File: src/rtl/arb_pkg.sv
// rtl/arb_pkg.sv - shared constants and state type for the 8-way round-robin arbiter
package arb_pkg;

  localparam int ARB_N     = 8;
  localparam int ARB_IDX_W = 3;
  localparam int HOLD_W    = 8;

  typedef enum logic {
    ST_IDLE,
    ST_GRANT
  } arb_state_t;

endpackage

File: src/rtl/rr_pick_8.sv
// rtl/rr_pick_8.sv - combinational rotating-priority picker, highest priority at ptr
module rr_pick_8
  import arb_pkg::*;
(
  input  logic [ARB_N-1:0]     req,
  input  logic [ARB_IDX_W-1:0] ptr,
  output logic [ARB_N-1:0]     onehot,
  output logic [ARB_IDX_W-1:0] idx,
  output logic                 any
);

  logic [ARB_N-1:0]     rot;
  logic [ARB_N-1:0]     rot_sel;
  logic [ARB_IDX_W-1:0] rot_idx;

  always_comb begin
    // rot[k] holds req[(ptr + k) mod 8], so bit 0 is the current top priority
    rot     = ARB_N'(({req, req}) >> ptr);
    rot_sel = rot & (~rot + ARB_N'(1));
    rot_idx = '0;
    for (int k = ARB_N - 1; k >= 0; k--) begin
      if (rot[k]) begin
        rot_idx = ARB_IDX_W'(k);
      end
    end
    onehot = ARB_N'((({rot_sel, rot_sel}) << ptr) >> ARB_N);
    idx    = rot_idx + ptr;
    any    = |req;
  end

endmodule

File: src/rtl/rr_arbiter_8.sv
// rtl/rr_arbiter_8.sv - 8-requester round-robin arbiter with registered grant and hold-limit preemption
module rr_arbiter_8
  import arb_pkg::*;
#(
  parameter int unsigned MAX_HOLD = 16
) (
  input  logic                 clk,
  input  logic                 rst,
  input  logic                 enable,
  input  logic [ARB_N-1:0]     req,
  output logic [ARB_N-1:0]     grant,
  output logic [ARB_IDX_W-1:0] grant_idx,
  output logic                 grant_valid,
  output logic                 preempt
);

  localparam bit                PREEMPT_EN = (MAX_HOLD != 0);
  localparam logic [HOLD_W-1:0] HOLD_LAST  = (MAX_HOLD == 0) ? '0 : HOLD_W'(MAX_HOLD - 1);

  arb_state_t           state, state_nx;
  logic [ARB_IDX_W-1:0] ptr, ptr_nx;
  logic [HOLD_W-1:0]    hold_cnt, hold_nx;
  logic [ARB_N-1:0]     grant_nx;
  logic [ARB_IDX_W-1:0] idx_nx;
  logic                 valid_nx;
  logic                 preempt_nx;

  logic [ARB_N-1:0]     pick_onehot;
  logic [ARB_IDX_W-1:0] pick_idx;
  logic                 pick_any;

  rr_pick_8 u_pick (
    .req    (req),
    .ptr    (ptr),
    .onehot (pick_onehot),
    .idx    (pick_idx),
    .any    (pick_any)
  );

  always_comb begin
    state_nx   = state;
    grant_nx   = grant;
    idx_nx     = grant_idx;
    valid_nx   = grant_valid;
    preempt_nx = 1'b0;
    ptr_nx     = ptr;
    hold_nx    = hold_cnt;
    case (state)
      ST_IDLE: begin
        if (enable && pick_any) begin
          grant_nx = pick_onehot;
          idx_nx   = pick_idx;
          valid_nx = 1'b1;
          hold_nx  = '0;
          state_nx = ST_GRANT;
        end
      end
      ST_GRANT: begin
        if (!req[grant_idx]) begin
          grant_nx = '0;
          valid_nx = 1'b0;
          ptr_nx   = grant_idx + ARB_IDX_W'(1);
          state_nx = ST_IDLE;
        end else if (PREEMPT_EN && (hold_cnt == HOLD_LAST) && |(req & ~grant)) begin
          // revoke only when someone else is actually waiting
          grant_nx   = '0;
          valid_nx   = 1'b0;
          preempt_nx = 1'b1;
          ptr_nx     = grant_idx + ARB_IDX_W'(1);
          state_nx   = ST_IDLE;
        end else if (hold_cnt != '1) begin
          hold_nx = hold_cnt + HOLD_W'(1);
        end
      end
      default: begin
        state_nx = ST_IDLE;
      end
    endcase
  end

  always_ff @(posedge clk or posedge rst) begin
    if (rst) begin
      state       <= ST_IDLE;
      grant       <= '0;
      grant_idx   <= '0;
      grant_valid <= 1'b0;
      preempt     <= 1'b0;
      ptr         <= '0;
      hold_cnt    <= '0;
    end else begin
      state       <= state_nx;
      grant       <= grant_nx;
      grant_idx   <= idx_nx;
      grant_valid <= valid_nx;
      preempt     <= preempt_nx;
      ptr         <= ptr_nx;
      hold_cnt    <= hold_nx;
    end
  end

endmodule

File: config.mk
export PLATFORM = sky130hd
export DESIGN_NAME = rr_arbiter_8
export DESIGN_NICKNAME = d
export VERILOG_FILES = /design/src/rtl/arb_pkg.sv /design/src/rtl/rr_pick_8.sv /design/src/rtl/rr_arbiter_8.sv
export SDC_FILE = /design/constraint.sdc
export NUM_CORES = 1
export LEC_CHECK = 0
export CAP_MARGIN = 25
export CORE_MARGIN = 10
export CORE_UTILIZATION = 44
export CTS_CLUSTER_SIZE = 8
export DETAILED_ROUTE_END_ITERATION = 6
export PLACE_DENSITY_LB_ADDON = 0.05
export SYNTH_ARGS = -nofsm -noshare
export SYNTH_HDL_FRONTEND = slang
export SYNTH_SLANG_ARGS = --single-unit
File: constraint.sdc
create_clock -name clk -period 7.9 [get_ports clk]
set_input_delay 1.185 -clock clk [delete_from_list [all_inputs] [get_ports clk]]
set_output_delay 1.185 -clock clk [all_outputs]
set_load 0.01 [all_outputs]
### Word-level counts from Yosys, hierarchy flattened

Cells that the tools add are included.

| word-level totals | value |
|---|---|
| output and inout port bits | 13 |
| register bits after elaboration | 25 |
| word-level logic and storage cells | 67 |

| operators by class | value |
|---|---|
| magnitude comparators | 1 |
| bitwise logic cells | 5 |
| eq/ne operators | 8 |
| reductions and logical operators | 8 |
| $add $sub $neg | 4 |
| multiplexer cells | 32 |
| shifts and indexed selects | 2 |

Operator list:

| cell | count |
|---|---|
| $mux 8 | 7 |
| $pmux 8 s2 | 2 |
| $mux 3 | 10 |
| $add 8x1->8 const B | 2 |
| $and 8x8->8 | 2 |
| $not 8->8 | 2 |
| $reduce_or 8->1 | 2 |
| $shl 16x3->16 | 1 |
| $shr 16x3->8 | 1 |
| $mux 1 | 10 |
| $eq 8x4->1 const B | 1 |
| $ne 8x8->1 const B | 1 |
| $ne 2x1->1 const B | 3 |
| $reduce_and 2->1 | 3 |
| $lt 3x4->1 const B | 1 |
| $ne 2x2->1 const B | 2 |
| $pmux 1 s2 | 2 |
| $reduce_and 4->1 | 1 |
| $add 3x1->3 const B | 1 |
| $add 3x3->3 | 1 |
| $bmux 1 s3 | 1 |
| $ne 3x2->1 const B | 1 |
| $logic_and 1x1->1 | 2 |
| $not 1->1 | 1 |

### Longest topological paths before layout

Gate-level depths: netlist of the first run.

| depth | value |
|---|---|
| depth after elaboration | 10 |
| gate-level depth with buffers | 13 |

### Modules after synthesis

Synthesis of the first run repeated with hierarchy kept, for this count alone.

| second synthesis, totals | value |
|---|---|
| cells, all modules | 307 |
| area, all modules | 2,504.9 µm² |

Modules (own cells, without submodules):

| module | sequential area each (µm²) | cells each | area an instance (µm²) | instances |
|---|---|---|---|---|
| rr_arbiter_8 | 625.6 | 145 | 1,331.3 | 1 |
| rr_pick_8 | 0.0 | 162 | 1,173.6 | 1 |

### Least setup slack after synthesis of the first run

Ideal clock, no wire load.

| timing path | value |
|---|---|
| path type | input -> register |
| from | input req[4] |
| to | register grant_idx[2] |
| data required time | 7.768 ns |
| cell stages on the path | 12 |
| library setup time | 0.132 ns |
| buffers on the path | 1 |
| data arrival time | 3.388 ns |
| setup slack | 4.380 ns |
| path through | buf_2 > mux4_1 > mux2_2 > o21ai_0 > a21oi_1 > nor2_1 > ha_1 > inv_1 > fa_1 > xnor2_1 > xnor2_1 > o21ai_1 |

| between the ends | value |
|---|---|
| longest elaborated chain between the ends | 10 |
| elaborated cells on any way between the ends | 13 |

Ends and longest elaborated chain:

| element | RTL line | text |
|---|---|---|
| start: declaration | rr_arbiter_8.sv:10 | `input logic [ARB_N-1:0] req,` |
| $shr 16x3->8 | rr_pick_8.sv:18 | `rot = ARB_N'(({req, req}) >> ptr);` |
| $mux 3 (8 in a row) | rr_pick_8.sv:22 | `if (rot[k]) begin` |
| $add 3x3->3 | rr_pick_8.sv:27 | `idx = rot_idx + ptr;` |
| end signal: assignment | rr_arbiter_8.sv:93 | `grant_idx <= idx_nx;` |
| end: declaration | rr_arbiter_8.sv:12 | `output logic [ARB_IDX_W-1:0] grant_idx,` |

Several ways; a longest one is shown, not always the timed one.
A chain may end at the register's enable or synchronous reset.

### Worst setup path after layout of the first run

Ends and elaborated chain as after synthesis.

==> reports/results.ini, run 1 <==
[status]
status = completed

[worst_hold_path]
hold_path.class = flip-flop to flip-flop
min_to = grant_valid$_DFFE_PP0P_
hold_depth = 2
worstHoldStart = grant_valid$_DFFE_PP0P_

[pwr]
switchingPower_uw = 462
power_frac_comb_pct = 67.9
switching_share_pct = 48.2
max-vdd-ir-drop_v = 0.000130
p_leak_uw = 0.00101
clkPwrFrac_pct = 8.9
internal_power_uw = 497
power_density_nw_per_um2 = 363
pwr-share-seq_pct = 23.2

[setup_path]
cp-start-kind = primary input
cp-end-kind = flip-flop
worstPathRequired_ns = 8.06
r2r_slack_ns = 4.71
worstPathArrival_ns = 4.16
crit_type = primary input to flip-flop
r2r.worst_path.cells = 13
regToRegEndpoint = grant_idx[2]$_DFFE_PP0P_
crit_fanout = 10
r2r-start = ptr[0]$_DFFE_PP0P_

[clock_tree]
clockBufferDepth = 2
cts_tree = done
htree_levels = 1
clock-root-buffer = clkbuf_8
clkLatencyLatePin_ns = 0.29
cts-resized-gates = 0
cts_made_buffers = 3
post-cts-setup-buffer-count = 0
clock-sinks = 25
cts.clk_slew.worst_paths_ns = 0.11
postCtsHoldBufs = 0

[yosys]
synthSimpleGateAreaFrac_pct = 19.5
synth_compound_area_share_pct = 21.9
synth_fa_ha_area_share_pct = 2.51
synthXorXnorAreaFrac_pct = 1.53
synth_top_area_share_pct = 27.3
ys_ff_latch = 25
synth_warnings = 0
synthTopCellsByArea = dfrtp_1 27%, mux4_2 6.9%, mux2_2 5.9%
synth-edff-count = 0
syn_inst = 258
synth_fp_nets = 273
netlist_area_um2 = 2290
ys.flop_type = dfrtp_1
synthMuxAreaShare_pct = 20.8
syn_area_per_cell_um2 = 8.87
synth_cell_types = 58
synth-async-reset-ratio_pct = 100
synth_top_family_by_area = compound AO/OA/AOI/OAI gates
seq_area_frac_synth_pct = 27.3
yosysTopAreaCell = dfrtp_1

[timing]
holdWs_ns = 0.500
worst_slew_pin_slew_ns = 0.965
hold_viol_final = 0
fmax_mhz = 250
final.setup_skew_ns = 0.0148
timing.final.crit_period_ns = 4.00
maxSlewViolCount = 0
slew-limit-headroom_pct = 35.6
setup_violations = 0
period_share_pct = 50.6
rsz0062_at_grt = no
setup_ws_ns = 3.90
fin_setup_tns_ns = 0

[floorplan]
fp.dieW_um = 92.1
top_level_ports = 24
core_um2 = 5070
rows = 26
start_util_pct = 45.1
die_area_um2 = 8490
die_h_um = 92.1

[flow_run]
drv_cap = 0

[finish]
nFillCells = 492
num_antenna_cells = 0
stdcell_area_um2 = 2640
syn_to_final_growth_pct = 15.2
layout-drive-gt1-share_pct = 12.5
nets = 289

[placed_design]
globalplace.congestion = 0.815
io_buffers = 23
place_area_um2 = 2560
dp_worst_setup_slack_ns = 3.57
hpwl_um = 4440

[global_route]
antenna_found_initial = 0
grt_overflow = 0
grt_pass1_vias = 2046
grt_max_degree = 40
grt.total_usage_pct = 15.5
grt_pass1_wl_um = 10900

[detailed_routing]
routed_wl_um = 6310
via_per_inst = 6.10
vias = 2092
drtAntennaViolNets = 0
first_pass_iters = 4
wl_per_cell_um = 18.4
drtIter0Drc = 182
drc_errors = 0

how the worst max path moves through the flow:
stage	slack [ns]	endpoint	cells past startpoint	from
2_1_floorplan	4.38	grant_idx[2]$_DFFE_PP0P_	12	req[4]
3_3_place_gp	3.63	grant_idx[2]$_DFFE_PP0P_	13	req[4]
4_1_cts	3.90	grant_idx[2]$_DFFE_PP0P_	13	req[4]
5_1_grt	3.71	grant_idx[2]$_DFFE_PP0P_	13	req[4]
3_5_place_dp	3.57	grant_idx[2]$_DFFE_PP0P_	13	req[4]
6_report	3.90	grant_idx[2]$_DFFE_PP0P_	13	req[4]
worst max-delay path, cell delays in order:
cell and delay, ns:
clkdlybuf4s50_1 0.61, mux4_2 0.58, mux2i_1 0.32, a21oi_1 0.10
o21ai_0 0.15, a21oi_1 0.08, nor2_1 0.14, ha_1 0.15
inv_1 0.04, fa_1 0.37, xnor2_1 0.15, xnor2_1 0.20
o21ai_1 0.07
metal layers:
metal | part of all wire, % | GRT usage (%)
met5 | 0 | 0
met4 | 1.0 | 4.37
met3 | 5.8 | 3.42
met2 | 45 | 23.9
met1 | 48 | 21.3
cells in the mapped netlist (3+ instances only):
master,count
nand2_1,26
dfrtp_1,25
inv_1,17
nand3_1,16
a21oi_1,14
mux2_2,12
o21ai_0,12
clkbuf_1,11
nor2_1,11
mux2i_1,9
mux4_2,7
a211oi_1,6
or4_1,5
buf_2,4
nand4_1,4
nor3_1,4
o211ai_1,4
o22ai_1,4
or3_1,4
xnor2_1,4
ha_1,3
mux4_1,3
nand2b_1,3
nor4_1,3
o221ai_1,3
o31ai_1,3
sequential cells by signal, indices dropped and copies added (netlist names):
name / cells
preempt: 1
grant_idx: 3
ptr: 3
state: 1
hold_cnt: 8
grant_valid: 1
grant: 8
stage by stage:
stage	utilization [%]	cells	power [µW]
after detailed placement	50.5	338	870
after CTS	51.5	342	960
after floorplan	-	258	699
after global placement	50.5	338	872
final	52.0	343	959
after global routing	52.0	343	1050
final cells by class:
cell class | count | area (µm²) | area share, %
multi-input combinational | 197 | 1520 | 57.5
sequential | 25 | 626 | 23.7
timing repair buffer | 28 | 288 | 10.9
tap | 70 | 87.6 | 3.32
inverter | 19 | 71.3 | 2.70
clock buffer | 3 | 41.3 | 1.56
clock inverter | 1 | 8.76 | 0.332
cell usage in the layout (no fill, tap or decap), types with 2 or more instances in the layout:
master           synthesis  routed
nand2b_1                 3       3
a21oi_1                 14      14
a211oi_1                 6       6
nand3_1                 16      16
dfrtp_1                 25      25
o21ai_0                 12      12
nor2_1                  11      11
mux2i_1                  9       9
nor2b_1                  2       2
mux2_2                  12      12
ha_1                     3       3
a2111o_1                 2       2
a2bb2oi_1                2       2
o22ai_1                  4       4
or4_1                    5       5
buf_4                    0       4
a221o_1                  2       2
or3_1                    4       4
o21a_1                   2       2
a22oi_1                  2       2
nor3_1                   4       4
mux4_2                   7       7
mux4_1                   3       3
and3_1                   2       2
clkinv_1                 2       2
inv_1                   17      17
nor4_1                   3       3
o211ai_1                 4       4
o41ai_1                  2       2
clkdlybuf4s50_1          0      23
xnor2_1                  4       4
o221ai_1                 3       3
nand4_1                  4       4
clkbuf_8                 0       3
nand2_1                 26      26
o31ai_1                  3       3
power groups by stage:
stage | sequential, µW | combinational, µW | clock, µW
3_5_place_dp | 225 | 645 | 0
3_3_place_gp | 224 | 648 | 0
2_1_floorplan | 213 | 486 | 0
4_1_cts | 223 | 650 | 86.6
6_report | 223 | 651 | 85.1
5_1_grt | 230 | 724 | 93.7
cell families after synthesis:
| logic type | Yosys count |
|---|---|
| adders and majority gates | 4 |
| xor gates and xnor gates | 4 |
| buffers and inverters | 36 |
| and+or+nand+nor | 87 |
| DFF | 25 |
| AOI/OAI and AO/OA | 70 |
| muxes | 32 |
Note: power is estimated with default switching activity, not from simulation.
==> run 2, diff against run 1 <==
==> constraint.sdc (replaced) <==
create_clock -name clk -period 3.26 [get_ports clk]
set_input_delay 0.489 -clock clk [delete_from_list [all_inputs] [get_ports clk]]
set_output_delay 0.489 -clock clk [all_outputs]
set_load 0.01 [all_outputs]
==> run 2 against run 1 <==
- power rose to 2.6 times the previous value
- sequential power increased to 2.6 times the previous value
- design area is 6.8% higher
- critical endpoint unchanged
- clock skew increased by 0.0041 ns
- hold slack lost 0.0083 ns
- largest cell class unchanged
- core utilization rose by 3.6 points
- flip-flop and latch count did not move
- critical path depth fell by 1
- clock-buffer cell count unchanged
- highest routed layer unchanged
- via count increased by 4.4%
- global-route usage decreased by 0.38 points
==> reports/results.ini, run 2 (synthesized netlist as in run 1, its figures left out) <==
[status]
status = completed

[timing]
slew-limit-headroom_pct = 37.6
period_share_pct = 92.9
rsz0062_at_grt = no
final.setup_skew_ns = 0.0189
fmax_mhz = 330
timing.final.crit_period_ns = 3.03
hold_viol_final = 0
setup_violations = 0
worst_slew_pin_slew_ns = 0.934
maxSlewViolCount = 0

[floorplan]
rows = 26
top_level_ports = 24
die_area_um2 = 8490
core_um2 = 5070
fp.dieW_um = 92.1
die_h_um = 92.1
start_util_pct = 45.1

[pwr]
power_uw = 2500
max-vdd-ir-drop_v = 0.000304
power_density_nw_per_um2 = 889
p_leak_uw = 0.00112

[setup_path]
crit_buf_inv = 2
slowest_delay_ns = 0.58
crit_chain = clkdlybuf4s50_1 > mux4_1 > mux2_2 > o21ai_0 > a21oi_1 > nor2_1 > ha_1 > inv_1 > fa_1 > xnor2_1 > xnor2_1 > o21ai_1
crit_top_cell = xnor2_1
slowest_stage = mux4_1
crit_type = primary input to flip-flop
worstPathRequired_ns = 3.45
worstPathArrival_ns = 3.22
crit_fanout = 4
r2r-start = ptr[0]$_DFFE_PP0P_
r2r_slack_ns = 0.31
critPathTopFamily = multiplexers
r2r.worst_path.cells = 11
cp-start-kind = primary input
cp-end-kind = flip-flop
regToRegEndpoint = grant_idx[1]$_DFFE_PP0P_

[detailed_routing]
routed_wl_um = 6350
first_pass_iters = 4
vias = 2184
drtAntennaViolNets = 0
wl_per_cell_um = 17.3
drtIter0Drc = 139
via_per_inst = 5.93
drc_errors = 0

[placed_design]
io_buffers = 23
globalplace.congestion = 0.861
place_area_um2 = 2770
dp.cells = 364
hpwl_um = 4890

[clock_tree]
postCtsHoldBufs = 0
clock-sinks = 25
cts_made_buffers = 3
clock-root-buffer = clkbuf_8
cts-resized-gates = 0
post-cts-setup-buffer-count = 0
htree_levels = 1
clockBufferDepth = 2
cts.clk_slew.worst_paths_ns = 0.10
cts_tree = done
clkLatencyLatePin_ns = 0.28

[worst_hold_path]
hold_path.class = flip-flop to flip-flop
worstHoldStart = grant_valid$_DFFE_PP0P_
min_to = grant_valid$_DFFE_PP0P_
hold_depth = 2

[finish]
layout-drive-gt1-share_pct = 20.1
syn_to_final_growth_pct = 23.1
stdcell_area_um2 = 2820
final_common_cell = buf_4
nets = 314
num_antenna_cells = 0
fin_util_pct = 55.5
fin_cells = 368
final_cell_mix = 29 x buf_4, 26 x nand2_1, 24 x dfrtp_1, 23 x clkdlybuf4s50_1, 17 x inv_1
reg_top3 = grant (8), hold_cnt (8)

[flow_run]
drv_cap = 0

[global_route]
grt_max_degree = 26
grt_pass1_vias = 2074
grt_pass1_wl_um = 10700
grt.total_usage_pct = 15.2
grt_overflow = 0
antenna_found_initial = 0

==> run 2: cell count changes in the layout (fill, tap and decap cells not counted) <==
cell | before | now
buf_4 | 4 | 29
buf_12 | 0 | 1
buf_16 | 1 | 0
clkinvlp_4 | 0 | 1
dfrtp_1 | 25 | 24
dfrtp_2 | 0 | 1
inv_6 | 1 | 0
==> run 2: layout make-up <==
type | instances | area, µm²
inverter | 19 | 71.3
multi-input combinational | 197 | 1520
timing repair buffer | 53 | 468
sequential | 25 | 627
tap | 70 | 87.6
clock inverter | 1 | 7.51
clock buffer | 3 | 41.3
fill | 501 | 2260
==> run 2: power breakdown <==
group	internal, µW	total [µW]	switching (µW)
Sequential	406	570	164
Combinational	864	1740	877
Clock	86.9	194	107
Total	1360	2500	1150
==> run 2: tightest hold or removal path, delay by kind of cell, from the launching register on <==
| family | cells | cell delay (ns) |
|---|---|---|
| flip-flops | 1 | 0.36 |
| AND/OR/NAND/NOR | 2 | 0.10 |
==> run 2: metrics by stage <==
step / setup TNS, ns / hold WS, ns / setup slack [ns]
6_report: 0 / 0.492 / 0.230
5_1_grt: 0 / 0.553 / 0.0347
4_1_cts: 0 / 0.494 / 0.180
3_5_place_dp: -0.0906 / 0.471 / -0.0579
3_3_place_gp: 0 / 0.460 / 0.0116
2_1_floorplan: 0 / 0.515 / 0.436
==> run 2: worst max path at each step <==
| stage | from | end | slack (ns) | cells past startpoint |
|---|---|---|---|---|
| 5_1_grt | req[7] | grant_idx[1]$_DFFE_PP0P_ | 0.03 | 12 |
| 4_1_cts | ptr[0]$_DFFE_PP0P_ | grant_idx[1]$_DFFE_PP0P_ | 0.18 | 11 |
| 6_report | req[4] | grant_idx[2]$_DFFE_PP0P_ | 0.23 | 12 |
| 3_3_place_gp | req[7] | grant_idx[1]$_DFFE_PP0P_ | 0.01 | 12 |
| 2_1_floorplan | req[4] | grant_idx[2]$_DFFE_PP0P_ | 0.44 | 12 |
| 3_5_place_dp | req[4] | grant_idx[2]$_DFFE_PP0P_ | -0.06 | 12 |
==> run 2: metal layers <==
| layer | part of all wire (%) | track usage, % | routed length [µm] |
|---|---|---|---|
| met1 | 50 | 20.7 | 3170 |
| met2 | 42 | 23.5 | 2700 |
| met3 | 5.8 | 3.34 | 366 |
| met4 | 1.8 | 4.24 | 113 |
| met5 | 0 | 0 | 0 |
